`config.mk`:
```
export PLATFORM = sky130hd
export DESIGN_NAME = coeff_loader_flat
export DESIGN_NICKNAME = d
export VERILOG_FILES = /design/src/rtl/coeff_loader_pkg.sv /design/src/rtl/coeff_loader_if.sv /design/src/rtl/coeff_loader_bank.sv /design/src/rtl/coeff_loader.sv /design/src/flat_wrapper.sv
export SDC_FILE = /design/constraint.sdc
export NUM_CORES = 1
export LEC_CHECK = 0
export ABC_CLOCK_PERIOD_IN_PS = 10100
export CORE_MARGIN = 2
export CORE_UTILIZATION = 35
export DETAILED_ROUTE_END_ITERATION = 8
export DONT_BUFFER_PORTS = 1
export GPL_TIMING_DRIVEN = 0
export SYNTH_ARGS = -nofsm -noshare
export SYNTH_HDL_FRONTEND = slang
export SYNTH_SLANG_ARGS = --single-unit
```
`constraint.sdc`:
```
create_clock -name clk -period 10.1 [get_ports clk]
set_input_delay 1.01 -clock clk [delete_from_list [all_inputs] [get_ports clk]]
set_output_delay 1.01 -clock clk [all_outputs]
set_load 0.01 [all_outputs]
```
`src/rtl/coeff_loader_pkg.sv`:
```
// Shared definitions for the coefficient loader: FSM state encoding,
// coefficient slice offset helper and the index counter width rule.
// Ports: none (package only).
package dsp_pkg;

   typedef enum logic [1:0] {
      ST_IDLE   = 2'd0,
      ST_LOAD   = 2'd1,
      ST_DRAIN  = 2'd2,
      ST_COMMIT = 2'd3
   } state_t;

   // Bit offset of coefficient h[t] inside a packed bank
   function automatic int slice_off(input int t, input int w);
      return w * t;
   endfunction

   // Beat index width; a single-coefficient frame still needs one bit
   function automatic int idx_width(input int n);
      return (n < 1) ? 1 : $clog2(n + 1);
   endfunction

endpackage

```
`src/rtl/coeff_loader_if.sv`:
```
// Coefficient stream and packed-bank interface between the control side
// (master) and the loader (slave).
// Signals: s_valid/s_ready/s_data/s_last beat stream, packed_coeffs active
// bank, loaded/frame_err pulses, busy; commit_stb only with
// COEFF_LOADER_SYNC_COMMIT_EN defined.
interface coeff_loader_if #(
   parameter int N           = 3,
   parameter int COEFF_WIDTH = 16
);
   logic                           s_valid;
   logic                           s_ready;
   logic [COEFF_WIDTH-1:0]         s_data;
   logic                           s_last;
   logic [COEFF_WIDTH*(N+1)-1:0]   packed_coeffs;
   logic                           loaded;
   logic                           frame_err;
   logic                           busy;
`ifdef COEFF_LOADER_SYNC_COMMIT_EN
   logic                           commit_stb;

   modport master (
      output s_valid, s_data, s_last, commit_stb,
      input  s_ready, packed_coeffs, loaded, frame_err, busy
   );
   modport slave (
      input  s_valid, s_data, s_last, commit_stb,
      output s_ready, packed_coeffs, loaded, frame_err, busy
   );
`else
   modport master (
      output s_valid, s_data, s_last,
      input  s_ready, packed_coeffs, loaded, frame_err, busy
   );
   modport slave (
      input  s_valid, s_data, s_last,
      output s_ready, packed_coeffs, loaded, frame_err, busy
   );
`endif
endinterface

```
`src/rtl/coeff_loader_bank.sv`:
```
// Register bank of N+1 coefficient words with per-word write and bulk load.
// Ports: clk/rst, i_we per-word enables with shared i_wdat, i_load/i_load_dat
// bulk load (wins over word writes), o_dat packed contents.
module coeff_bank
   import dsp_pkg::*;
#(
   parameter int                           N           = 3,
   parameter int                           COEFF_WIDTH = 16,
   parameter logic [COEFF_WIDTH*(N+1)-1:0] RESET_VAL   = '0
) (
   input  logic                           clk,
   input  logic                           rst,
   input  logic [N:0]                     i_we,
   input  logic [COEFF_WIDTH-1:0]         i_wdat,
   input  logic                           i_load,
   input  logic [COEFF_WIDTH*(N+1)-1:0]   i_load_dat,
   output logic [COEFF_WIDTH*(N+1)-1:0]   o_dat
);

   logic [COEFF_WIDTH*(N+1)-1:0] r_dat;

   always_ff @(posedge clk or posedge rst) begin
      if (rst) begin
         r_dat <= RESET_VAL;
      end else if (i_load) begin
         r_dat <= i_load_dat;
      end else begin
         for (int k = 0; k <= N; k++) begin
            if (i_we[k]) begin
               r_dat[slice_off(k, COEFF_WIDTH) +: COEFF_WIDTH] <= i_wdat;
            end
         end
      end
   end

   assign o_dat = r_dat;

endmodule

```
`src/rtl/coeff_loader.sv`:
```
// Streams N+1 signed coefficients into a shadow bank, checks frame length and
// swaps the shadow into the active bank in one step, so the filter never sees
// a partial set. Latency: last beat at edge T -> packed_coeffs at edge T+1.
// Ports: clk, rst (async, active-high), bus (coeff_loader_if.slave).
// Option COEFF_LOADER_SYNC_COMMIT_EN: COMMIT waits for bus.commit_stb.
module coeff_loader
   import dsp_pkg::*;
#(
   parameter int                           N            = 3,
   parameter int                           COEFF_WIDTH  = 16,
   parameter logic [COEFF_WIDTH*(N+1)-1:0] RESET_COEFFS = '0
) (
   input  logic           clk,
   input  logic           rst,
   coeff_loader_if.slave  bus
);

   localparam int IW = idx_width(N);
   localparam int W  = COEFF_WIDTH * (N + 1);

   state_t         r_state, w_state_nxt;
   logic [IW-1:0]  r_idx, w_idx_nxt;
   logic           r_loaded, r_frame_err;

   logic           w_beat;
   logic           w_ready, w_busy;
   logic           w_sh_wr;
   logic [IW-1:0]  w_sh_widx;
   logic           w_sh_restore;
   logic           w_commit;
   logic           w_err;
   logic [N:0]     w_sh_we;
   logic [W-1:0]   w_shadow, w_active;
   logic           w_commit_go;

`ifdef COEFF_LOADER_SYNC_COMMIT_EN
   assign w_commit_go = bus.commit_stb;
`else
   assign w_commit_go = 1'b1;
`endif

   assign w_beat = bus.s_valid && w_ready;

   always_comb begin
      w_state_nxt  = r_state;
      w_idx_nxt    = r_idx;
      w_ready      = 1'b1;
      w_busy       = 1'b1;
      w_sh_wr      = 1'b0;
      w_sh_widx    = r_idx;
      w_sh_restore = 1'b0;
      w_commit     = 1'b0;
      w_err        = 1'b0;
      case (r_state)
         ST_IDLE: begin
            w_busy    = 1'b0;
            w_sh_widx = '0;
            if (w_beat) begin
               if (!bus.s_last) begin
                  w_sh_wr   = 1'b1;
                  w_idx_nxt = IW'(1);
                  // A one-word frame cannot continue: an unterminated first
                  // beat is already too long.
                  w_state_nxt = (N == 0) ? ST_DRAIN : ST_LOAD;
               end else if (N == 0) begin
                  w_sh_wr     = 1'b1;
                  w_state_nxt = ST_COMMIT;
               end else begin
                  w_err = 1'b1;
               end
            end
         end
         ST_LOAD: begin
            if (w_beat) begin
               w_sh_wr = 1'b1;
               if (r_idx == IW'(N)) begin
                  w_state_nxt = bus.s_last ? ST_COMMIT : ST_DRAIN;
               end else if (bus.s_last) begin
                  w_err        = 1'b1;
                  w_sh_restore = 1'b1;
                  w_idx_nxt    = '0;
                  w_state_nxt  = ST_IDLE;
               end else begin
                  w_idx_nxt = r_idx + IW'(1);
               end
            end
         end
         ST_DRAIN: begin
            if (w_beat && bus.s_last) begin
               w_err        = 1'b1;
               w_sh_restore = 1'b1;
               w_idx_nxt    = '0;
               w_state_nxt  = ST_IDLE;
            end
         end
         ST_COMMIT: begin
            w_ready = 1'b0;
            if (w_commit_go) begin
               w_commit    = 1'b1;
               w_idx_nxt   = '0;
               w_state_nxt = ST_IDLE;
            end
         end
         default: begin
            w_state_nxt = ST_IDLE;
            w_idx_nxt   = '0;
         end
      endcase
   end

   // One-hot word enable for the shadow write (restore takes priority in the bank)
   always_comb begin
      w_sh_we = '0;
      for (int k = 0; k <= N; k++) begin
         w_sh_we[k] = w_sh_wr && (w_sh_widx == IW'(k));
      end
   end

   always_ff @(posedge clk or posedge rst) begin
      if (rst) begin
         r_state     <= ST_IDLE;
         r_idx       <= '0;
         r_loaded    <= 1'b0;
         r_frame_err <= 1'b0;
      end else begin
         r_state     <= w_state_nxt;
         r_idx       <= w_idx_nxt;
         r_loaded    <= w_commit;
         r_frame_err <= w_err;
      end
   end

   coeff_bank #(
      .N           (N),
      .COEFF_WIDTH (COEFF_WIDTH),
      .RESET_VAL   (RESET_COEFFS)
   ) u_shadow (
      .clk         (clk),
      .rst         (rst),
      .i_we        (w_sh_we),
      .i_wdat      (bus.s_data),
      .i_load      (w_sh_restore),
      .i_load_dat  (w_active),
      .o_dat       (w_shadow)
   );

   // Active bank only ever takes the whole shadow at commit
   coeff_bank #(
      .N           (N),
      .COEFF_WIDTH (COEFF_WIDTH),
      .RESET_VAL   (RESET_COEFFS)
   ) u_active (
      .clk         (clk),
      .rst         (rst),
      .i_we        ('0),
      .i_wdat      ('0),
      .i_load      (w_commit),
      .i_load_dat  (w_shadow),
      .o_dat       (w_active)
   );

   assign bus.s_ready       = w_ready;
   assign bus.busy          = w_busy;
   assign bus.loaded        = r_loaded;
   assign bus.frame_err     = r_frame_err;
   assign bus.packed_coeffs = w_active;

endmodule

```
`src/flat_wrapper.sv`:
```
// flat-port wrapper written by rule: the top's interface ports become plain ports
module coeff_loader_flat import dsp_pkg::*;
#(
   parameter int                           N            = 3,
   parameter int                           COEFF_WIDTH  = 16,
   parameter logic [COEFF_WIDTH*(N+1)-1:0] RESET_COEFFS = '0
)
  (clk, rst, bus_s_valid, bus_s_data, bus_s_last, bus_s_ready, bus_packed_coeffs, bus_loaded, bus_frame_err, bus_busy);
  coeff_loader_if #(.N(N), .COEFF_WIDTH(COEFF_WIDTH)) bus_i ();
  input  logic clk;
  input  logic rst;
  input wire logic [$bits(bus_i.s_valid)-1:0] bus_s_valid;
  input wire logic [$bits(bus_i.s_data)-1:0] bus_s_data;
  input wire logic [$bits(bus_i.s_last)-1:0] bus_s_last;
  output wire logic [$bits(bus_i.s_ready)-1:0] bus_s_ready;
  output wire logic [$bits(bus_i.packed_coeffs)-1:0] bus_packed_coeffs;
  output wire logic [$bits(bus_i.loaded)-1:0] bus_loaded;
  output wire logic [$bits(bus_i.frame_err)-1:0] bus_frame_err;
  output wire logic [$bits(bus_i.busy)-1:0] bus_busy;
  assign bus_i.s_valid = bus_s_valid;
  assign bus_i.s_data = bus_s_data;
  assign bus_i.s_last = bus_s_last;
  assign bus_s_ready = bus_i.s_ready;
  assign bus_packed_coeffs = bus_i.packed_coeffs;
  assign bus_loaded = bus_i.loaded;
  assign bus_frame_err = bus_i.frame_err;
  assign bus_busy = bus_i.busy;
  coeff_loader #(.N(N), .COEFF_WIDTH(COEFF_WIDTH), .RESET_COEFFS(RESET_COEFFS)) u_core (.clk(clk), .rst(rst), .bus(bus_i));
endmodule
```
==> summary.txt, run 1 <==
Status
  • Status: complete, no violations

Pwr
  • Share of power burned in registers: between 40 and 50%
  • Clock Power Share: 28.1%
  • P_sw: about 760 uW
  • Comb power frac: approximately a quarter
  • Switch share: ~36%
  • PD cells: 321.0 mW/mm2
  • Int Power: 1372 uW
  • LEAKAGE: 0.003007 uW
  • Worst VDD drop: roughly 0.12 mV

Global routing
  • Vias in the first global route: 4134
  • Gr ovfl total: 0
  • First-pass GRT wire length: around 25000 um
  • Total track usage: around 18%
  • Initial antenna violation count: 0
  • Largest net degree at the start of global routing: 91

Detailed routing
  • First-iteration detailed-routing DRC count: about 260
  • Drt via density: approximately 5.4
  • Post-Route WL: between 15000 and 20000 um
  • Drt pass-1 iters: 5
  • DRT antenna net count: 0
  • Via count: ~4100
  • Routed len/inst: a little over 20 um
  • Number of remaining DRC errors: 0

Clock network
  • Clock-pin slew on the worst setup and hold paths: approximately 60 ps
  • TritonCTS clock tree: built
  • CTS root buffer: clkbuf_16
  • Clock Sinks: 134
  • CTS resizes: 0
  • Clock buffer depth: 2
  • Postcts setup bufs: 0
  • CTS H-tree lvls: 4
  • Clk Latency, worst-skew pair: ~420 ps
  • Number of buffers inserted by hold repair at cts: 0
  • TritonCTS buffer count: 17

Timing
  • Number of setup violations in the final report: 0
  • Max Slew Vio Count: 0
  • RSZ-0062 raised after global routing: no
  • Worst slew pin tran: 672.1 ps
  • Period utilisation layout: slightly below 30%
  • Endpoints failing hold: 0
  • Setup TNS: 0 ps
  • Slew HR: around 55%
  • Period minus WS final: 2942 ps
  • Worst Skew: 7.623 ps
  • Fmax: around 340 MHz

Worst setup path
  • Worst setup SP type: register
  • CP Buf/Inv Count: 4
  • Crit-path slowest cell: dfrtp_1
  • Crit path max-delay family: buffers and inverters
  • CP Class: register to output pin
  • CP peak stage delay: slightly below 400 ps
  • Crit path capture type: output pin
  • Most used cell, CP: buf_2
  • Critical-path cell list: ha_1 -> buf_2 -> buf_2 -> buf_2 -> inv_1
  • Worst EP arrival: slightly below 2000 ps
  • Worst endpoint required time: a little over 9000 ps
  • CP max FO: 10

Floorplanning
  • Starting Density: between 30% and 40%
  • Chip height: roughly 130 um
  • Core ar.: 0.01600 mm2
  • I/O Pins: around 90
  • Row cnt: 46
  • Die area: ~0.018 mm2
  • Chip width: ~130 um

Logic synthesis
  • Post-synthesis sequential area ratio: approximately three fifths
  • Post-synth net total: around 530
  • Cell Area, Synth: a little under 0.006 mm2
  • #FFs+latches synth: around 130
  • Synth area leader: dfrtp_1
  • Ys async rst share: 100.0%
  • Post-synthesis instance total: roughly 500
  • Yosys cell types: 36
  • Dominant cells by area after synthesis: dfrtp_1, mux2_2, o211ai_1, nand2_1, nand3_1
  • Post-synth EDFFs: 0
  • Mapped Avg Cell Area: 11.33 um2
  • Yosys top cell area share: around three fifths
  • Synth warnings: 0
  • Main synth FF type: dfrtp_1

Finish
  • Register Area: approximately 0.0034 mm2
  • Commonest non-fill, non-tap cell in the layout: dfrtp_1
  • Post-layout nets: 554
  • Most frequent cells in the layout: dfrtp_1, nand2_1, mux2_2
  • Multi-input logic area: roughly 0.0022 mm2
  • FILL cells: ~1600
  • Final Core Density: between 40% and 50%
  • Ant diodes: 0
  • Layout cells sized above 1: 23.43%
  • Synthesis-to-layout area growth: 15.23%

Placed design
  • Final RePlAce weighted congestion: between 0.8 and 0.9
  • Port bufs: 0
  • Post-detail-place hpwl: 10760 um

Run
  • Max Cap Viol: 0

Min path
  • Hold WC Path Type: input port to asynchronous set/reset pin
-- kinds of logic (layout without fill, tap and decap cells) --
family	after synthesis	count (layout)	synth area share (%)
DFF	134	134	58.13
muxes	65	65	12.69
and+or+nand+nor	166	166	12.91
buffers and inverters	45	78	3.579
adders and majority gates	5	5	1.085
AOI/OAI and AO/OA	94	94	11.61
-- flip-flops by register name (all words and copies together), names as in the netlist --
signal	flops
u_core.r_idx	2
u_core.r_state	2
u_core.u_shadow.o_dat	64
u_core.bus.loaded	1
u_core.u_active.o_dat	64
u_core.bus.frame_err	1
-- metal layers --
layer  global-route usage, %  part of all wire [%]  routed length, um  up-vias
met5                       0                     0                  0        -
li1                        -                     -                  -     1853
met2                   28.21                    47               7318      134
met3                   8.343                   9.8               1517       21
met1                   22.87                    41               6332     2123
met4                   6.093                   1.9                290        0
-- final timing paths --
kind	slack [ps]	cells after the start	from	endpoint
worst max-delay path	7160	5	u_core.r_state[1]$_DFFE_PP0P_	bus_s_ready
worst min-delay path	470	1	rst	u_core.r_state[1]$_DFFE_PP0P_
worst max register to register	7790	6	u_core.r_idx[0]$_DFFE_PP0P_	u_core.u_shadow.o_dat[23]$_DFFE_PP0P_
worst min register to register	500	1	u_core.u_shadow.o_dat[59]$_DFFE_PP0P_	u_core.u_active.o_dat[59]$_DFFE_PP0P_
max in group asynchronous	8860	2	rst	u_core.u_shadow.o_dat[19]$_DFFE_PP0P_
min in group clk	500	1	u_core.u_shadow.o_dat[59]$_DFFE_PP0P_	u_core.u_active.o_dat[59]$_DFFE_PP0P_
-- through the flow --
step / power, uW / cell area (um2) / hold slack, ps / std cells / setup WS (ps)
2_1_floorplan: 1359 / 5768 / 479.0 / 509 / 5507
3_3_place_gp: 1510 / 6038 / 484.6 / 725 / 4169
3_5_place_dp: 1546 / 6071 / 487.0 / 726 / 7593
4_1_cts: 2149 / 6646 / 476.0 / 758 / 7132
5_1_grt: 2262 / 6646 / 490.7 / 758 / 7027
6_report: 2134 / 6646 / 469.6 / 758 / 7158
-- Yosys cell counts (2+ instances only) --
| master | number |
|---|---|
| o21ai_0 | 4 |
| o211ai_1 | 48 |
| a21oi_1 | 29 |
| dfrtp_1 | 134 |
| nand2_1 | 84 |
| buf_1 | 2 |
| ha_1 | 5 |
| nor2_1 | 18 |
| mux2_2 | 65 |
| inv_1 | 7 |
| a31oi_1 | 2 |
| buf_2 | 21 |
| nor3b_1 | 2 |
| nor2b_1 | 3 |
| a221oi_2 | 2 |
| clkbuf_1 | 13 |
| nand3_1 | 51 |
-- cell type report --
class / instances / area share, %
plain buffers: 38 / 2.711
clock buffers: 19 / 6.664
clock inverters: 13 / 1.995
repair buffers: 1 / 0.4142
inverters: 7 / 0.4706
flip-flops and latches: 134 / 50.45
multi-input cells: 330 / 33.23
well taps: 216 / 4.066
-- power groups by stage --
stage,registers (uW),logic [uW],clock network [uW]
2_1_floorplan,912,447,0
3_3_place_gp,967,543,0
3_5_place_dp,979,568,0
4_1_cts,971,570,608
5_1_grt,999,632,631
6_report,967,566,600
No activity file was read; power rests on OpenSTA's default activity.
==> run 2, diff against run 1 <==
--- a/config.mk
+++ b/config.mk
@@ -5,7 +5,7 @@
 export SDC_FILE = /design/constraint.sdc
 export NUM_CORES = 1
 export LEC_CHECK = 0
-export ABC_CLOCK_PERIOD_IN_PS = 10100
+export ABC_CLOCK_PERIOD_IN_PS = 2700
 export CORE_MARGIN = 2
 export CORE_UTILIZATION = 35
 export DETAILED_ROUTE_END_ITERATION = 8
==> constraint.sdc (replaced) <==
create_clock -name clk -period 2.7 [get_ports clk]
set_input_delay 0.27 -clock clk [delete_from_list [all_inputs] [get_ports clk]]
set_output_delay 0.27 -clock clk [all_outputs]
set_load 0.01 [all_outputs]
==> run 2 against run 1 <==
Effect of this change: via count fell by 1.9%; largest cell class unchanged; global-route usage rose by 0.25 points; critical path depth rose by 1; total power rose to 3.8 times the previous value; count of clock-buffer cells in the layout rose by 2; sequential share of layout area fell by 0.79 points; sequential power rose to 3.7 times the previous value; setup slack got worse by 6900 ps; die area did not move; routed wire length fell by 0.30%; cell count rose by 0.66%; first-iteration DRC count rose by 35%.
==> summary.txt, run 2 (same netlist as run 1, synthesis figures left out) <==
Finish
  • Ant diodes: 0 (unchanged)
  • Final Core Density: 42.20% (was 41.54%)
  • Synthesis-to-layout area growth: 17.05% (was 15.23%)
  • Multi-input logic area: 0.002208 mm2 (unchanged)
  • Commonest non-fill, non-tap cell in the layout: dfrtp_1 (unchanged)
  • Register Area: 0.003353 mm2 (unchanged)
  • Cell Count, Final, Fillers Out: 763 (was 758)
  • Post-layout nets: 559 (was 554)
  • FILL cells: 1529 (was 1557)
  • Layout cells sized above 1: 23.58% (was 23.43%)
  • Most frequent cells in the layout: dfrtp_1, nand2_1, mux2_2 (unchanged)

Floorplanning
  • Chip height: 132.4 um (unchanged)
  • Row cnt: 46 (unchanged)
  • Starting Density: 36.05% (unchanged)
  • Chip width: 132.4 um (unchanged)
  • Core ar.: 0.01600 mm2 (unchanged)
  • I/O Pins: 88 (unchanged)
  • Die area: 0.01752 mm2 (unchanged)

Timing
  • Endpoints failing hold: 0 (unchanged)
  • Fmax: between 400 and 500 MHz
  • Number of setup violations in the final report: 0 (unchanged)
  • Setup TNS: 0 ps (unchanged)
  • Worst hold margin: 66.64 ps (was 469.6 ps)
  • Period utilisation layout: between 80% and 90%
  • Worst slew pin tran: 814.2 ps (was 672.1 ps)
  • RSZ-0062 raised after global routing: no (unchanged)
  • Max Slew Vio Count: 0 (unchanged)
  • Slew HR: 45.61% (was 55.19%)
  • Period minus WS final: about 2400 ps
  • Worst Skew: 11.89 ps (was 7.623 ps)

Detailed routing
  • Post-Route WL: 15410 um (was 15460 um)
  • DRT antenna net count: 0 (unchanged)
  • Drt pass-1 iters: 4 (was 5)
  • Drt via density: 5.312 (was 5.450)
  • Via count: 4053 (was 4131)
  • Number of remaining DRC errors: 0 (unchanged)
  • First-iteration detailed-routing DRC count: 346 (was 257)
  • Routed len/inst: 20.20 um (was 20.39 um)

Clock network
  • Clock Sinks: 134 (unchanged)
  • TritonCTS buffer count: 17 (unchanged)
  • Clk Latency, worst-skew pair: 420 ps (about the same)
  • Clock-pin slew on the worst setup and hold paths: 60 ps (about the same)
  • TritonCTS clock tree: built (unchanged)
  • CTS root buffer: clkbuf_16 (unchanged)
  • CTS H-tree lvls: 4 (unchanged)
  • CTS resizes: 0 (unchanged)
  • Clock buffer depth: 2 (unchanged)

Worst setup path
  • Crit path capture type: register (was output pin)
  • Worst endpoint required time: 3020 ps (was 9090 ps)
  • CP Class: register to register (was register to output pin)
  • Worst EP arrival: 2740 ps (was 1930 ps)
  • Worst setup SP type: register (unchanged)
  • CP max FO: 10 (unchanged)

Pwr
  • P_sw: 2845 uW (was 761.4 uW)
  • Int Power: 5294 uW (was 1372 uW)
  • Comb power frac: 26.0% (was 26.5%)
  • Worst VDD drop: 0.4774 mV (was 0.1226 mV)
  • Clock Power Share: 29.5% (was 28.1%)
  • Switch share: 34.96% (was 35.68%)
  • Share of power burned in registers: 44.5% (was 45.3%)
  • PD cells: 1206 mW/mm2 (was 321.0 mW/mm2)
  • LEAKAGE: 0.003051 uW (was 0.003007 uW)

Global routing
  • Largest net degree at the start of global routing: 38 (was 91)
  • Total track usage: 18.55% (was 18.30%)
  • First-pass GRT wire length: 24740 um (was 24530 um)
  • Initial antenna violation count: 0 (unchanged)
  • Vias in the first global route: 4337 (was 4134)
  • Gr ovfl total: 0 (unchanged)

Placed design
  • Placed cell count: 728 (was 726)
  • Final RePlAce weighted congestion: 0.8291 (was 0.8200)
  • Post-detail-place hpwl: 10960 um (was 10760 um)
  • Port bufs: 0 (unchanged)

Status
  • Status: complete, no violations (unchanged)

Run
  • Max Cap Viol: 0 (unchanged)

Min path
  • Hold WC Path Type: input port to register (was input port to asynchronous set/reset pin)
==> run 2: area by class of cell <==
| class | instances | share of cell area, % |
|---|---|---|
| clock buffer | 21 | 6.968 |
| tap | 216 | 4.003 |
| timing repair buffer | 6 | 1.334 |
| inverter | 7 | 0.4448 |
| clock inverter | 11 | 2.205 |
| multi-input combinational | 330 | 32.71 |
| buffer | 38 | 2.669 |
| sequential | 134 | 49.67 |
==> run 2: metal layers <==
| metal | GRT usage, % | vias up | part of all wire [%] |
|---|---|---|---|
| met4 | 6.272 | 0 | 2.0 |
| li1 | - | 1868 | - |
| met2 | 29.94 | 127 | 49 |
| met1 | 22.20 | 2042 | 40 |
| met5 | 0 | - | 0 |
| met3 | 8.112 | 16 | 9.5 |
==> run 2: worst paths after layout <==
path,slack [ps],end,depth (start not counted),from
max,280,u_core.u_shadow.o_dat[56]$_DFFE_PP0P_,6,u_core.r_idx[0]$_DFFE_PP0P_
max reg2reg,280,u_core.u_shadow.o_dat[56]$_DFFE_PP0P_,6,u_core.r_idx[0]$_DFFE_PP0P_
min,70,u_core.u_shadow.o_dat[32]$_DFFE_PP0P_,2,bus_s_data[0]
min reg2reg,510,u_core.u_active.o_dat[42]$_DFFE_PP0P_,1,u_core.u_shadow.o_dat[42]$_DFFE_PP0P_
max in group asynchronous,1310,u_core.u_active.o_dat[37]$_DFFE_PP0P_,4,rst
min in group asynchronous,490,u_core.u_shadow.o_dat[7]$_DFFE_PP0P_,2,rst
==> run 2: what timing repair did <==
action,in CTS,in global routing
setup buffers,0,0
endpoints found under the hold margin,38,0
hold buffers,3,0
==> run 2: through the flow <==
| stage | worst slack, ps | power (uW) | instance area (um2) |
|---|---|---|---|
| floorplan | 764.8 | 5084 | 5772 |
| global placement | 122.6 | 5647 | 6042 |
| detailed placement | 355.6 | 5791 | 6102 |
| CTS | 342.6 | 8209 | 6751 |
| global route | 167.3 | 8647 | 6751 |
| finish | 281.4 | 8139 | 6751 |
==> run 2: power groups by stage <==
| stage | Clock, uW | Sequential [uW] | Combinational (uW) |
|---|---|---|---|
| after detailed placement | 0 | 3670 | 2130 |
| final | 2400 | 3620 | 2120 |
| after floorplan | 0 | 3410 | 1670 |
| after CTS | 2430 | 3630 | 2150 |
| after global routing | 2530 | 3740 | 2380 |
| after global placement | 0 | 3620 | 2030 |
==> run 2: critical path, cell delays in order, from the launching register on <==
cell and delay [ps]:
dfrtp_1 470, ha_1 320, nor2b_1 120, o2111ai_2 510, buf_2 310, nand2_1 300
o211ai_1 290
